===== config.mk =====
export PLATFORM = sky130hd
export DESIGN_NAME = divider_operand_fork
export DESIGN_NICKNAME = d
export VERILOG_FILES = /design/src/rtl/divider_operand_fork_pkg.sv /design/src/rtl/divider_operand_fork.sv
export SDC_FILE = /design/constraint.sdc
export NUM_CORES = 1
export LEC_CHECK = 0
export ABC_AREA = 1
export BUFFER_PORTS_ARGS = -buffer_cell sky130_fd_sc_hd__buf_4
export CAP_MARGIN = 10
export CORE_MARGIN = 2
export CORE_UTILIZATION = 40
export DETAILED_ROUTE_END_ITERATION = 12
export GPL_ROUTABILITY_DRIVEN = 0
export PLACE_DENSITY = 0.65
export RECOVER_POWER = 100
export SETUP_SLACK_MARGIN = 0.02
export SLEW_MARGIN = 10
export SYNTH_ARGS = -nofsm -noshare
export SYNTH_HDL_FRONTEND = slang
export SYNTH_SLANG_ARGS = --single-unit

===== constraint.sdc =====
create_clock -name clk -period 3.62 [get_ports clk]
set_input_delay 0.181 -clock clk [delete_from_list [all_inputs] [get_ports clk]]
set_output_delay 0.181 -clock clk [all_outputs]
set_load 0.1 [all_outputs]

===== src/rtl/divider_operand_fork_pkg.sv =====
// Shared definitions for the divider front-end and anything that talks to it.
//   fork_state_t   : front-end FSM state encoding
//   DIV_W          : default operand width
//   DIV_CNT_W      : default width of the issued-pair counter
//   REQ_*          : field positions of {lhs, rhs} inside a combined request
package divider_operand_fork_pkg;

    typedef enum logic [1:0] {
        IDLE = 2'd0,
        FORK = 2'd1,
        ERR  = 2'd2
    } fork_state_t;

    localparam int DIV_W     = 4;
    localparam int DIV_CNT_W = 8;

    localparam int REQ_LHS_MSB = 2 * DIV_W - 1;
    localparam int REQ_LHS_LSB = DIV_W;
    localparam int REQ_RHS_MSB = DIV_W - 1;
    localparam int REQ_RHS_LSB = 0;

endpackage


===== src/rtl/divider_operand_fork.sv =====
// Front-end for the iterative divider. Registers one {lhs, rhs} request and
// forks it onto the divider's independent lhs/rhs ready-valid channels. A
// request whose divisor is zero is diverted to the error channel instead.
// Ports:
//   clk, rst                      clock, async active-low reset
//   issue__req/_vld/_rdy          combined request in ([2W-1:W]=lhs, [W-1:0]=rhs)
//   divider__lhs/_vld/_rdy        dividend out
//   divider__rhs/_vld/_rdy        divisor out
//   issue__err/_vld/_rdy          lhs of a zero-divisor request
//   issued_count                  pairs fully delivered (wraps)
//   zero_count                    rejected requests (saturates)
module divider_operand_fork
    import divider_operand_fork_pkg::*;
#(
    parameter int W  = DIV_W,
    parameter int CW = DIV_CNT_W
) (
    input  logic          clk,
    input  logic          rst,
    input  logic [2*W-1:0] issue__req,
    input  logic          issue__req_vld,
    output logic          issue__req_rdy,
    output logic [W-1:0]  divider__lhs,
    output logic          divider__lhs_vld,
    input  logic          divider__lhs_rdy,
    output logic [W-1:0]  divider__rhs,
    output logic          divider__rhs_vld,
    input  logic          divider__rhs_rdy,
    output logic [W-1:0]  issue__err,
    output logic          issue__err_vld,
    input  logic          issue__err_rdy,
    output logic [CW-1:0] issued_count,
    output logic [W-1:0]  zero_count
);

    fork_state_t   state_q, state_d;
    logic [W-1:0]  hold_lhs_q, hold_lhs_d;
    logic [W-1:0]  hold_rhs_q, hold_rhs_d;
    logic          lhs_sent_q, lhs_sent_d;
    logic          rhs_sent_q, rhs_sent_d;
    logic          lhs_vld_q, lhs_vld_d;
    logic          rhs_vld_q, rhs_vld_d;
    logic          err_vld_q, err_vld_d;
    logic [CW-1:0] issued_count_q, issued_count_d;
    logic [W-1:0]  zero_count_q, zero_count_d;

    logic lhs_hs, rhs_hs;

    // Handshakes are taken against the registered valids, so no input ready
    // reaches an output combinationally.
    assign lhs_hs = lhs_vld_q & divider__lhs_rdy;
    assign rhs_hs = rhs_vld_q & divider__rhs_rdy;

    always_comb begin
        state_d        = state_q;
        hold_lhs_d     = hold_lhs_q;
        hold_rhs_d     = hold_rhs_q;
        lhs_sent_d     = lhs_sent_q;
        rhs_sent_d     = rhs_sent_q;
        issued_count_d = issued_count_q;
        zero_count_d   = zero_count_q;

        case (state_q)
            IDLE: begin
                if (issue__req_vld) begin
                    hold_lhs_d = issue__req[2*W-1:W];
                    hold_rhs_d = issue__req[W-1:0];
                    lhs_sent_d = 1'b0;
                    rhs_sent_d = 1'b0;
                    state_d    = (issue__req[W-1:0] != '0) ? FORK : ERR;
                end
            end
            FORK: begin
                // Each branch is send-once: the sent flag latches on its own
                // handshake and the pair retires when both flags are set.
                lhs_sent_d = lhs_sent_q | lhs_hs;
                rhs_sent_d = rhs_sent_q | rhs_hs;
                if (lhs_sent_d && rhs_sent_d) begin
                    state_d        = IDLE;
                    issued_count_d = issued_count_q + 1'b1;
                end
            end
            ERR: begin
                if (issue__err_rdy) begin
                    state_d = IDLE;
                    if (zero_count_q != '1) zero_count_d = zero_count_q + 1'b1;
                end
            end
            default: state_d = IDLE;
        endcase

        // Valids are registered copies of what the next state will present.
        lhs_vld_d = (state_d == FORK) && !lhs_sent_d;
        rhs_vld_d = (state_d == FORK) && !rhs_sent_d;
        err_vld_d = (state_d == ERR);
    end

    always_ff @(posedge clk or negedge rst) begin
        if (!rst) begin
            state_q        <= IDLE;
            hold_lhs_q     <= '0;
            hold_rhs_q     <= '0;
            lhs_sent_q     <= 1'b0;
            rhs_sent_q     <= 1'b0;
            lhs_vld_q      <= 1'b0;
            rhs_vld_q      <= 1'b0;
            err_vld_q      <= 1'b0;
            issued_count_q <= '0;
            zero_count_q   <= '0;
        end else begin
            state_q        <= state_d;
            hold_lhs_q     <= hold_lhs_d;
            hold_rhs_q     <= hold_rhs_d;
            lhs_sent_q     <= lhs_sent_d;
            rhs_sent_q     <= rhs_sent_d;
            lhs_vld_q      <= lhs_vld_d;
            rhs_vld_q      <= rhs_vld_d;
            err_vld_q      <= err_vld_d;
            issued_count_q <= issued_count_d;
            zero_count_q   <= zero_count_d;
        end
    end

    // Ready is gated by reset itself so it reads 0 for the whole time reset
    // is held, even though the state register already sits in IDLE.
    assign issue__req_rdy   = (state_q == IDLE) && rst;
    assign divider__lhs     = hold_lhs_q;
    assign divider__rhs     = hold_rhs_q;
    assign divider__lhs_vld = lhs_vld_q;
    assign divider__rhs_vld = rhs_vld_q;
    assign issue__err       = hold_lhs_q;
    assign issue__err_vld   = err_vld_q;
    assign issued_count     = issued_count_q;
    assign zero_count       = zero_count_q;

endmodule


==> metrics <==
status finished, final reports clean; Final setup viols 0; TritonCTS Sinks 27; setup tns final 0 ns; Worst Setup Path Type in -> out; Post-Synthesis Cell Area 0.00133 mm2; Max Root-Sink Buffers 2; endpoint class of the critical path output pin; chip height 61.7 um; mean post-synth cell area 8.53 um2; layout net count 214; synthesized-area fraction occupied by adder cells 1.88%; post-route clock period utilization 62.6%; largest net degree at the start of global routing 29; Layout Utilization 49.4%; Buf/Inv on CP 4; Ports 42; chip width 61.7 um; worst-margin pin slew 1.19 ns; Detailed Place HPWL 1940 um; fin crit period 2.27 ns; Mapped Cells 156; # DRC 0; antenna violations before repair 0; cts repair resizes 0; Slew HR 20.7%; final hold viol count 0; via count 1090; ys async rst share 100%; xor/xnor share of the synthesized area 3.29%; Register Area 676 um2; initial core utilization 42.9%; IO buf count 41; WL per Instance 10.5 um; Fill cells 334; CP top delay family buffers and inverters; area share of and/or/nand/nor cells after synthesis 28.2%; post-synthesis sequential area ratio 50.8%; net count after synthesis 172; crit path DAT 2.09 ns; Core Area 0.00310 mm2; vias in the first global route 1022; Netlist cell types 25; die area 0.00380 mm2; TritonCTS clock tree done; initial drt markers 40; Main synth FF type dfrtp_1; Ys Warns 0; fraction of layout cells with a size suffix above 1 10.7%; fin. max-slew vios 0; CP max FO 28; CP Cell Sequence dlygate4sd3_1, buf_4, inv_1, nor2_1, clkbuf_1; # H-tree levels 1; Worst Path Required 3.44 ns; grt ovf 0; RSZ-0062 raised after global routing false; critical path's largest stage delay 0.87 ns; router iterations before antenna repair 4; post-synthesis mux area share 0%; skew final 0.00226 ns; Worst-path clk slew 0.14 ns; largest family of logic cells by synthesized area simple AND/OR/NAND/NOR gates; CP startpoint kind input pin; Worst Hold Class in -> reg; Num CTS Buffers 3; worst-skew pair later-pin latency 0.31 ns; All-Layer GR Usage 15.2%; n_diodes 0; area of the multi-input gates 488 um2; Total Wirelength 2520 um; first-pass GRT wire length 4260 um; Post-synth EDFFs 0; Routed Antenna Nets 0; final cell count without fillers 241; DR vias/cell 4.52; f_max 0.441 GHz; Inst Count DP 236; std cell rows 20; synth-to-layout area growth 15.1%; MaxCap Viol Count 0; number of synthesized register bits 27; Synth Area in Compound Gates 6.77%; Root Driver clkbuf_4; Crit-path slowest cell clkbuf_1
==> layout by cell type, fill, tap and decap left out, types with 3 or more instances in the layout <==
cell / instances
dfrtp_1: 27
clkbuf_4: 3
nand2_1: 63
o21ai_0: 11
clkbuf_1: 29
buf_4: 13
nand3_1: 7
inv_1: 16
xnor2_1: 4
nor2_1: 7
==> path summary, 6_finish.rpt <==
path	start	end	slack (ns)	cells after the start
worst max-delay path	rst	issue__req_rdy	1.35	5
worst max register to register	state_q[1]$_DFF_PN0_	divider__rhs[1]$_DFFE_PN0P_	1.65	5
max in group asynchronous	rst	zero_count[2]$_DFFE_PN0P_	3.07	2
worst min-delay path	issue__req[7]	divider__lhs[3]$_DFFE_PN0P_	0.05	3
min in group asynchronous	rst	issued_count[4]$_DFFE_PN0P_	0.29	2
worst min register to register	divider__rhs[3]$_DFFE_PN0P_	divider__rhs[3]$_DFFE_PN0P_	0.51	2
==> cell families (layout without fill, tap and decap cells) <==
kind of cell,Yosys count,count (layout)
simple gates,83,83
flops,27,27
buf+inv,24,65
compound gates,15,15
xor+xnor,5,5
fa+ha+maj,2,2
==> final cells by class <==
class | instances | area share, %
inverters | 19 | 4.82
clock buffers | 4 | 1.72
repair buffers | 42 | 13.9
flip-flops and latches | 27 | 44.1
well taps | 44 | 3.59
multi-input cells | 105 | 31.9
==> what timing repair did <==
item | CTS | global route
hold buffers | 1 | 0
setup buffers | 0 | 0
endpoints found under the hold margin | 27 | 0
==> state kept, by name, summed over array words and instances (netlist names) <==
register,count
issue__err_vld,1
lhs_sent_q,1
divider__rhs,4
divider__lhs,4
state_q,2
issued_count,8
rhs_sent_q,1
divider__lhs_vld,1
zero_count,4
divider__rhs_vld,1
==> worst reg2reg max path, cell delays in order, from the launching register on <==
cell and delay (ns):
dfrtp_1 0.43, inv_1 0.12, nand2_4 0.06, nor2_1 0.44
clkinvlp_2 0.55, o21ai_0 0.29
==> synthesized netlist by cell type (2+ instances only) <==
cell type  number  area, um2
a21oi_1         2       10.0
o21ai_1         6       30.0
nand2_1        63        236
xnor2_1         4       35.0
nor2_1          5       18.8
o21ai_0         3       15.0
dfrtp_1        27        676
nand4_1         2       12.5
buf_4           4       30.0
nand3_1         6       30.0
inv_1          15       56.3
inv_2           2       7.51
ha_1            2       25.0
o21ai_2         4       35.0
==> per-stage QoR <==
| stage | area [um2] | hold slack, ns | setup WS, ns |
|---|---|---|---|
| after CTS | 1690 | 0.0419 | 1.89 |
| after global placement | 1650 | 0.119 | 2.41 |
| after floorplan | 1330 | -0.115 | 1.63 |
| final | 1530 | 0.0547 | 1.35 |
| after detailed placement | 1650 | 0.120 | 2.31 |
| after global routing | 1530 | 0.0341 | 1.25 |
==> metal layers <==
| layer | wire, um | global-route usage, % | up-vias |
|---|---|---|---|
| met3 | 169 | 3.99 | 2 |
| met5 | 0 | 0 | - |
| met4 | 15 | 6.38 | 0 |
| met2 | 1260 | 25.9 | 33 |
| li1 | - | - | 558 |
| met1 | 1080 | 18.0 | 497 |
Power is not shown: default switching activity piles up to over one toggle a cycle in this logic, so the estimate is an artifact.
